[src/rtl/lsu_if.sv]
// CPU request/response and data-memory signal bundle for the load/store unit.
// The slave view is the LSU; the master view is the CPU plus data memory.
interface lsu_if;
    logic        req_valid;
    logic        req_ready;
    logic        req_write;
    logic        req_byte;
    logic        req_signed;
    logic [15:0] req_addr;
    logic [15:0] req_wdata;
    logic        rsp_valid;
    logic [15:0] rsp_rdata;
    logic        rsp_err;
    logic [7:0]  err_cnt;
    logic [15:0] mem_addr;
    logic [15:0] mem_wdata;
    logic        mem_write;
    logic        mem_read;
    logic [15:0] mem_rdata;

    modport slave (
        input  req_valid, req_write, req_byte, req_signed, req_addr, req_wdata, mem_rdata,
        output req_ready, rsp_valid, rsp_rdata, rsp_err, err_cnt,
               mem_addr, mem_wdata, mem_write, mem_read
    );

    modport master (
        output req_valid, req_write, req_byte, req_signed, req_addr, req_wdata, mem_rdata,
        input  req_ready, rsp_valid, rsp_rdata, rsp_err, err_cnt,
               mem_addr, mem_wdata, mem_write, mem_read
    );
endinterface

[src/rtl/lsu.sv]
// Single-request load/store unit: 16-bit word and byte accesses to a word-wide
// data memory, byte stores done as read-modify-write, misaligned words rejected.
module lsu (
    input  logic  clk,
    input  logic  rst,
    lsu_if.slave  bus
);

    typedef enum logic [1:0] {
        IDLE  = 2'd0,
        READ  = 2'd1,
        WRITE = 2'd2,
        RESP  = 2'd3
    } state_t;

    state_t      state_r, state_s;

    logic        wr_r;
    logic        byte_r;
    logic        sgn_r;
    logic [15:0] addr_r;
    logic [7:0]  wbyte_r;

    logic        accept_s;
    logic        misalign_s;

    logic        ready_r,     ready_s;
    logic        rsp_valid_r, rsp_valid_s;
    logic        rsp_err_r,   rsp_err_s;
    logic [15:0] rsp_rdata_r, rsp_rdata_s;
    logic        mem_read_r,  mem_read_s;
    logic        mem_write_r, mem_write_s;
    logic [15:0] mem_addr_r,  mem_addr_s;
    logic [15:0] mem_wdata_r, mem_wdata_s;
    logic [7:0]  err_cnt_r;

    // Replace one little-endian byte lane of a word.
    function automatic logic [15:0] lane_merge(input logic [15:0] word,
                                               input logic [7:0]  data,
                                               input logic        hi);
        logic [15:0] res;
        if (hi) begin
            res = {data, word[7:0]};
        end else begin
            res = {word[15:8], data};
        end
        return res;
    endfunction

    // Select and extend load data to the 16-bit result.
    function automatic logic [15:0] load_extend(input logic [15:0] word,
                                                input logic        is_byte,
                                                input logic        is_signed,
                                                input logic        hi);
        logic [7:0]  lane;
        logic [15:0] res;
        lane = hi ? word[15:8] : word[7:0];
        if (!is_byte) begin
            res = word;
        end else if (is_signed) begin
            res = {{8{lane[7]}}, lane};
        end else begin
            res = {8'h00, lane};
        end
        return res;
    endfunction

    assign accept_s   = bus.req_valid && ready_r;
    assign misalign_s = !bus.req_byte && bus.req_addr[0];

    // Next state plus the next value of every registered output. The outputs are
    // computed one cycle early so they are flops that match the state they belong to.
    always_comb begin
        state_s     = state_r;
        rsp_rdata_s = 16'h0000;
        rsp_err_s   = 1'b0;
        mem_addr_s  = 16'h0000;
        mem_wdata_s = 16'h0000;
        case (state_r)
            IDLE: begin
                if (!accept_s) begin
                    state_s = IDLE;
                end else if (misalign_s) begin
                    state_s   = RESP;
                    rsp_err_s = 1'b1;
                end else if (bus.req_write && !bus.req_byte) begin
                    state_s     = WRITE;
                    mem_addr_s  = bus.req_addr;
                    mem_wdata_s = bus.req_wdata;
                end else begin
                    state_s    = READ;
                    mem_addr_s = bus.req_addr;
                end
            end
            READ: begin
                // Only byte stores and loads reach READ; the store merges into the read word.
                if (wr_r) begin
                    state_s     = WRITE;
                    mem_addr_s  = addr_r;
                    mem_wdata_s = lane_merge(bus.mem_rdata, wbyte_r, addr_r[0]);
                end else begin
                    state_s     = RESP;
                    rsp_rdata_s = load_extend(bus.mem_rdata, byte_r, sgn_r, addr_r[0]);
                end
            end
            WRITE: begin
                state_s = RESP;
            end
            RESP: begin
                state_s = IDLE;
            end
            default: begin
                state_s = IDLE;
            end
        endcase
        ready_s     = (state_s == IDLE);
        rsp_valid_s = (state_s == RESP);
        mem_read_s  = (state_s == READ);
        mem_write_s = (state_s == WRITE);
    end

    // State and output registers; reset clears everything at once, aborting any access.
    always_ff @(posedge clk or posedge rst) begin
        if (rst) begin
            state_r     <= IDLE;
            ready_r     <= 1'b1;
            rsp_valid_r <= 1'b0;
            rsp_err_r   <= 1'b0;
            rsp_rdata_r <= 16'h0000;
            mem_read_r  <= 1'b0;
            mem_write_r <= 1'b0;
            mem_addr_r  <= 16'h0000;
            mem_wdata_r <= 16'h0000;
        end else begin
            state_r     <= state_s;
            ready_r     <= ready_s;
            rsp_valid_r <= rsp_valid_s;
            rsp_err_r   <= rsp_err_s;
            rsp_rdata_r <= rsp_rdata_s;
            mem_read_r  <= mem_read_s;
            mem_write_r <= mem_write_s;
            mem_addr_r  <= mem_addr_s;
            mem_wdata_r <= mem_wdata_s;
        end
    end

    // Request capture; fields presented while busy are never sampled.
    always_ff @(posedge clk or posedge rst) begin
        if (rst) begin
            wr_r    <= 1'b0;
            byte_r  <= 1'b0;
            sgn_r   <= 1'b0;
            addr_r  <= 16'h0000;
            wbyte_r <= 8'h00;
        end else if (accept_s) begin
            wr_r    <= bus.req_write;
            byte_r  <= bus.req_byte;
            sgn_r   <= bus.req_signed;
            addr_r  <= bus.req_addr;
            wbyte_r <= bus.req_wdata[7:0];
        end
    end

    // Saturating error counter, stepped at the end of each error response.
    always_ff @(posedge clk or posedge rst) begin
        if (rst) begin
            err_cnt_r <= 8'h00;
        end else if (rsp_err_r && (err_cnt_r != 8'hFF)) begin
            err_cnt_r <= err_cnt_r + 8'd1;
        end
    end

    assign bus.req_ready = ready_r;
    assign bus.rsp_valid = rsp_valid_r;
    assign bus.rsp_err   = rsp_err_r;
    assign bus.rsp_rdata = rsp_rdata_r;
    assign bus.err_cnt   = err_cnt_r;
    assign bus.mem_read  = mem_read_r;
    assign bus.mem_write = mem_write_r;
    assign bus.mem_addr  = mem_addr_r;
    assign bus.mem_wdata = mem_wdata_r;

endmodule

[src/flat_wrapper.sv]
// flat-port wrapper written by rule: the top's interface ports become plain ports
module lsu_flat 
  (clk, rst, bus_req_valid, bus_req_write, bus_req_byte, bus_req_signed, bus_req_addr, bus_req_wdata, bus_mem_rdata, bus_req_ready, bus_rsp_valid, bus_rsp_rdata, bus_rsp_err, bus_err_cnt, bus_mem_addr, bus_mem_wdata, bus_mem_write, bus_mem_read);
  lsu_if bus_i ();
  input  logic clk;
  input  logic rst;
  input wire logic [$bits(bus_i.req_valid)-1:0] bus_req_valid;
  input wire logic [$bits(bus_i.req_write)-1:0] bus_req_write;
  input wire logic [$bits(bus_i.req_byte)-1:0] bus_req_byte;
  input wire logic [$bits(bus_i.req_signed)-1:0] bus_req_signed;
  input wire logic [$bits(bus_i.req_addr)-1:0] bus_req_addr;
  input wire logic [$bits(bus_i.req_wdata)-1:0] bus_req_wdata;
  input wire logic [$bits(bus_i.mem_rdata)-1:0] bus_mem_rdata;
  output wire logic [$bits(bus_i.req_ready)-1:0] bus_req_ready;
  output wire logic [$bits(bus_i.rsp_valid)-1:0] bus_rsp_valid;
  output wire logic [$bits(bus_i.rsp_rdata)-1:0] bus_rsp_rdata;
  output wire logic [$bits(bus_i.rsp_err)-1:0] bus_rsp_err;
  output wire logic [$bits(bus_i.err_cnt)-1:0] bus_err_cnt;
  output wire logic [$bits(bus_i.mem_addr)-1:0] bus_mem_addr;
  output wire logic [$bits(bus_i.mem_wdata)-1:0] bus_mem_wdata;
  output wire logic [$bits(bus_i.mem_write)-1:0] bus_mem_write;
  output wire logic [$bits(bus_i.mem_read)-1:0] bus_mem_read;
  assign bus_i.req_valid = bus_req_valid;
  assign bus_i.req_write = bus_req_write;
  assign bus_i.req_byte = bus_req_byte;
  assign bus_i.req_signed = bus_req_signed;
  assign bus_i.req_addr = bus_req_addr;
  assign bus_i.req_wdata = bus_req_wdata;
  assign bus_i.mem_rdata = bus_mem_rdata;
  assign bus_req_ready = bus_i.req_ready;
  assign bus_rsp_valid = bus_i.rsp_valid;
  assign bus_rsp_rdata = bus_i.rsp_rdata;
  assign bus_rsp_err = bus_i.rsp_err;
  assign bus_err_cnt = bus_i.err_cnt;
  assign bus_mem_addr = bus_i.mem_addr;
  assign bus_mem_wdata = bus_i.mem_wdata;
  assign bus_mem_write = bus_i.mem_write;
  assign bus_mem_read = bus_i.mem_read;
  lsu u_core (.clk(clk), .rst(rst), .bus(bus_i));
endmodule
[config.mk]
export PLATFORM = sky130hd
export DESIGN_NAME = lsu_flat
export DESIGN_NICKNAME = d
export VERILOG_FILES = /design/src/rtl/lsu_if.sv /design/src/rtl/lsu.sv /design/src/flat_wrapper.sv
export SDC_FILE = /design/constraint.sdc
export NUM_CORES = 1
export LEC_CHECK = 0
export CAP_MARGIN = 5
export CELL_PAD_IN_SITES_DETAIL_PLACEMENT = 0
export CELL_PAD_IN_SITES_GLOBAL_PLACEMENT = 1
export CORE_MARGIN = 5
export CORE_UTILIZATION = 39
export DETAILED_ROUTE_END_ITERATION = 7
export PLACE_DENSITY = 0.95
export SLEW_MARGIN = 5
export SYNTH_ARGS = -nofsm -noshare
export SYNTH_HDL_FRONTEND = slang
export SYNTH_SLANG_ARGS = --single-unit
[constraint.sdc]
create_clock -name clk -period 7.9 [get_ports clk]
set_input_delay 1.58 -clock clk [delete_from_list [all_inputs] [get_ports clk]]
set_output_delay 1.58 -clock clk [all_outputs]
set_load 0.05 [all_outputs]
==> results.yml <==
power_and_ir_drop:
  ir_worst_vdd_uv: 137
  netSwitchingFraction_pct: 41.7
  cellPowerDensity_nw_per_um2: 344
  seqPwrFrac_pct: 38.7
  p_int_uw: 1050
  p_sw_uw: 753
  p_leak_uw: 0.00236
  clockPowerShare_pct: 18.6
  combPwrFrac_pct: 42.7
synth:
  syn_area_um2: 3840
  synth_nets: 398
  synth_top_area_cell: "dfrtp_1"
  ys_types: 45
  synth_top_area_share_pct: 57.9
  synth_edf_count: 0
  netlist_instances: 340
  ys.flop_type: "dfrtp_1"
  syn_area_per_cell_um2: 11.3
  yosysWarnings: 0
  synthArstFlopShare_pct: 100
  yosys-top-cells-area: "dfrtp_1, nand2_1, mux2i_1, a32o_1, o2bb2ai_2"
  synth-seq-cells: 90
  synth-seq-area-share_pct: 58.6
layout:
  final_cells: 584
  area_growth_pct: 36.7
  utilization_pct: 54.3
  fill_cells: 859
  drive_gt1_share_pct: 8.00
  nets: 505
timing:
  finalHoldViolations: 0
  tns_ps: 0
  post-route-period-util_pct: 41.9
  period_minus_slack_ps: 3310
  rsz0062_at_grt: "false"
  whs_ps: 484
  maxSlewHeadroom_pct: 23.7
  maxSlewViolCount: 0
  max_freq_mhz: 302
  tightestPinTransition_ps: 1140
  setup_viol: 0
  final.setup_skew_ps: 8.45
cts:
  clk_latency_ps: 350
  htreeDepth: 3
  cts_tree: "built"
  cts_resized: 0
  cts-root-buf: "clkbuf_8"
  cts_num_sinks: 90
  clock_path_buffers: 2
  numCtsBuffers: 9
  hold_buffers: 0
  path_clk_slew_ps: 70
  cts_setup_buffers: 0
grt:
  grt_use_total_pct: 15.4
  grt_pass1_wl_um: 14300
  antenna_found_initial: 0
  gr-total-overflow: 0
  grt_pass1_vias: 2860
  grt_max_degree: 91
critical_path:
  cp.arrival_ps: 1730
  critPathTopFamily: "buffers and inverters"
  max_stage_delay_ps: 810
  start_kind: "flip-flop"
  worst_ep_required_time_ps: 6320
  critPathSlowestCell: "clkdlybuf4s50_1"
  worstPathCellList: "clkdlybuf4s50_1"
  endpoint_kind: "output port"
  cp_num_buf_inv: 1
  cp_max_fo: 5
  critPathKind: "flip-flop to output port"
min_path:
  hold_path.class: "flip-flop to flip-flop"
route:
  wl_met3_um: 672
  first_iter_violations: 125
  drt-total-wl_um: 9070
  vias: 2899
  drt-met1-wl_um: 3990
  avgRoutedWirePerCell_um: 15.5
  wl_met2_um: 4300
  vias_per_cell: 4.96
  post-route-drc-count: 0
  highest_layer: "met4"
  drt_pass1_iterations: 4
  drtAntennaViolNets: 0
die:
  start_util_pct: 39.7
  die_y_um: 109
  pin_count: 115
  dieArea_um2: 11900
  core-area_um2: 9680
  die_x_um: 109
  fp-row-count: 36
place:
  dp_hpwl_um: 6290
  finalWeightedCongestion: 0.807
  dp_cells: 569
  port-buffer-count: 114
status:
  outcome: "finished clean"
flow_run:
  cap_viol_max_count: 0
## through the flow
stage / total power, µW / area [µm²] / worst slack (ps)
after floorplan: 1250 / 3840 / 3990
after global placement: 1460 / 5050 / 4530
after detailed placement: 1480 / 5050 / 4510
after CTS: 1830 / 5250 / 4560
after global routing: 1910 / 5250 / 4560
final: 1810 / 5260 / 4590
## sequential cells by signal, indices dropped and copies added, names as in the netlist, 2 cells and up
| signal | cells |
|---|---|
| u_core.bus.rsp_rdata | 16 |
| u_core.state_r | 2 |
| u_core.bus.mem_wdata | 16 |
| u_core.wbyte_r | 8 |
| u_core.addr_r | 16 |
| u_core.bus.err_cnt | 8 |
| u_core.bus.mem_addr | 16 |
## synthesized netlist by cell type, drive strengths merged, types with 2 or more instances
cell type / instances
a211oi: 2
mux2i: 16
nand4: 3
a32o: 15
o21ai: 4
nor2: 7
and2: 3
nor3: 3
inv: 5
clkbuf: 4
nand2: 97
buf: 17
o2bb2ai: 16
mux2: 4
a21oi: 11
dfrtp: 89
o21a: 9
and3: 2
o21bai: 2
nand2b: 3
nand3: 12
ha: 4
## routing by layer
metal | vias up | track usage [%]
li1 | 1386 | -
met1 | 1400 | 20.7
met2 | 102 | 24.5
met3 | 11 | 4.14
met4 | 0 | 4.81
met5 | - | 0
## layout make-up
| type | instances | area, µm² | share of cell area, % |
|---|---|---|---|
| antenna | 1 | 2.50 | 0.0476 |
| clock buffer | 11 | 141 | 2.69 |
| clock inverter | 3 | 65.1 | 1.24 |
| inverter | 5 | 20.0 | 0.381 |
| multi-input combinational | 224 | 1440 | 27.5 |
| sequential | 90 | 2250 | 42.9 |
| tap | 133 | 166 | 3.17 |
| timing repair buffer | 117 | 1160 | 22.1 |
## cells by family after synthesis
logic type / Yosys count / synth area share (%)
simple gates: 135 / 15.5
compound gates: 64 / 15.2
mux: 20 / 5.34
flops: 90 / 58.6
xor+xnor: 1 / 0.228
buf+inv: 26 / 3.84
fa+ha+maj: 4 / 1.30
## path summary, 6_finish.rpt
path | start | endpoint | slack (ps) | cells past startpoint
worst max register to register | u_core.bus.req_ready$_DFF_PP1_ | u_core.bus.rsp_valid$_DFF_PP0_ | 6080 | 3
min in group asynchronous | rst | u_core.bus.mem_wdata[3]$_DFF_PP0_ | 1910 | 3
worst min register to register | u_core.addr_r[12]$_DFFE_PP0N_ | u_core.addr_r[12]$_DFFE_PP0N_ | 480 | 2
max in group asynchronous | rst | u_core.addr_r[15]$_DFFE_PP0N_ | 5250 | 3
worst min-delay path | u_core.addr_r[12]$_DFFE_PP0N_ | u_core.addr_r[12]$_DFFE_PP0N_ | 480 | 2
worst max-delay path | u_core.bus.req_ready$_DFF_PP1_ | bus_req_ready | 4590 | 1
## power groups by stage
stage                     Sequential [µW]  Combinational [µW]  Clock, µW
final                                 700                 772        336
after global routing                  718                 823        365
after CTS                             700                 779        346
after detailed placement              707                 775          0
after global placement                703                 761          0
after floorplan                       921                 326          0
## layout by cell type (no fill, tap or decap), drive strengths merged, types with 4 or more instances in the layout
cell,n
inv,4
a32o,15
a21oi,11
mux2i,16
mux2,4
o2bb2ai,16
nor2,7
o21ai,4
clkdlybuf4s50,114
clkbuf,11
ha,4
nand3,12
dfrtp,89
nand2,97
o21a,9
Note: power is estimated with default switching activity, not from simulation.
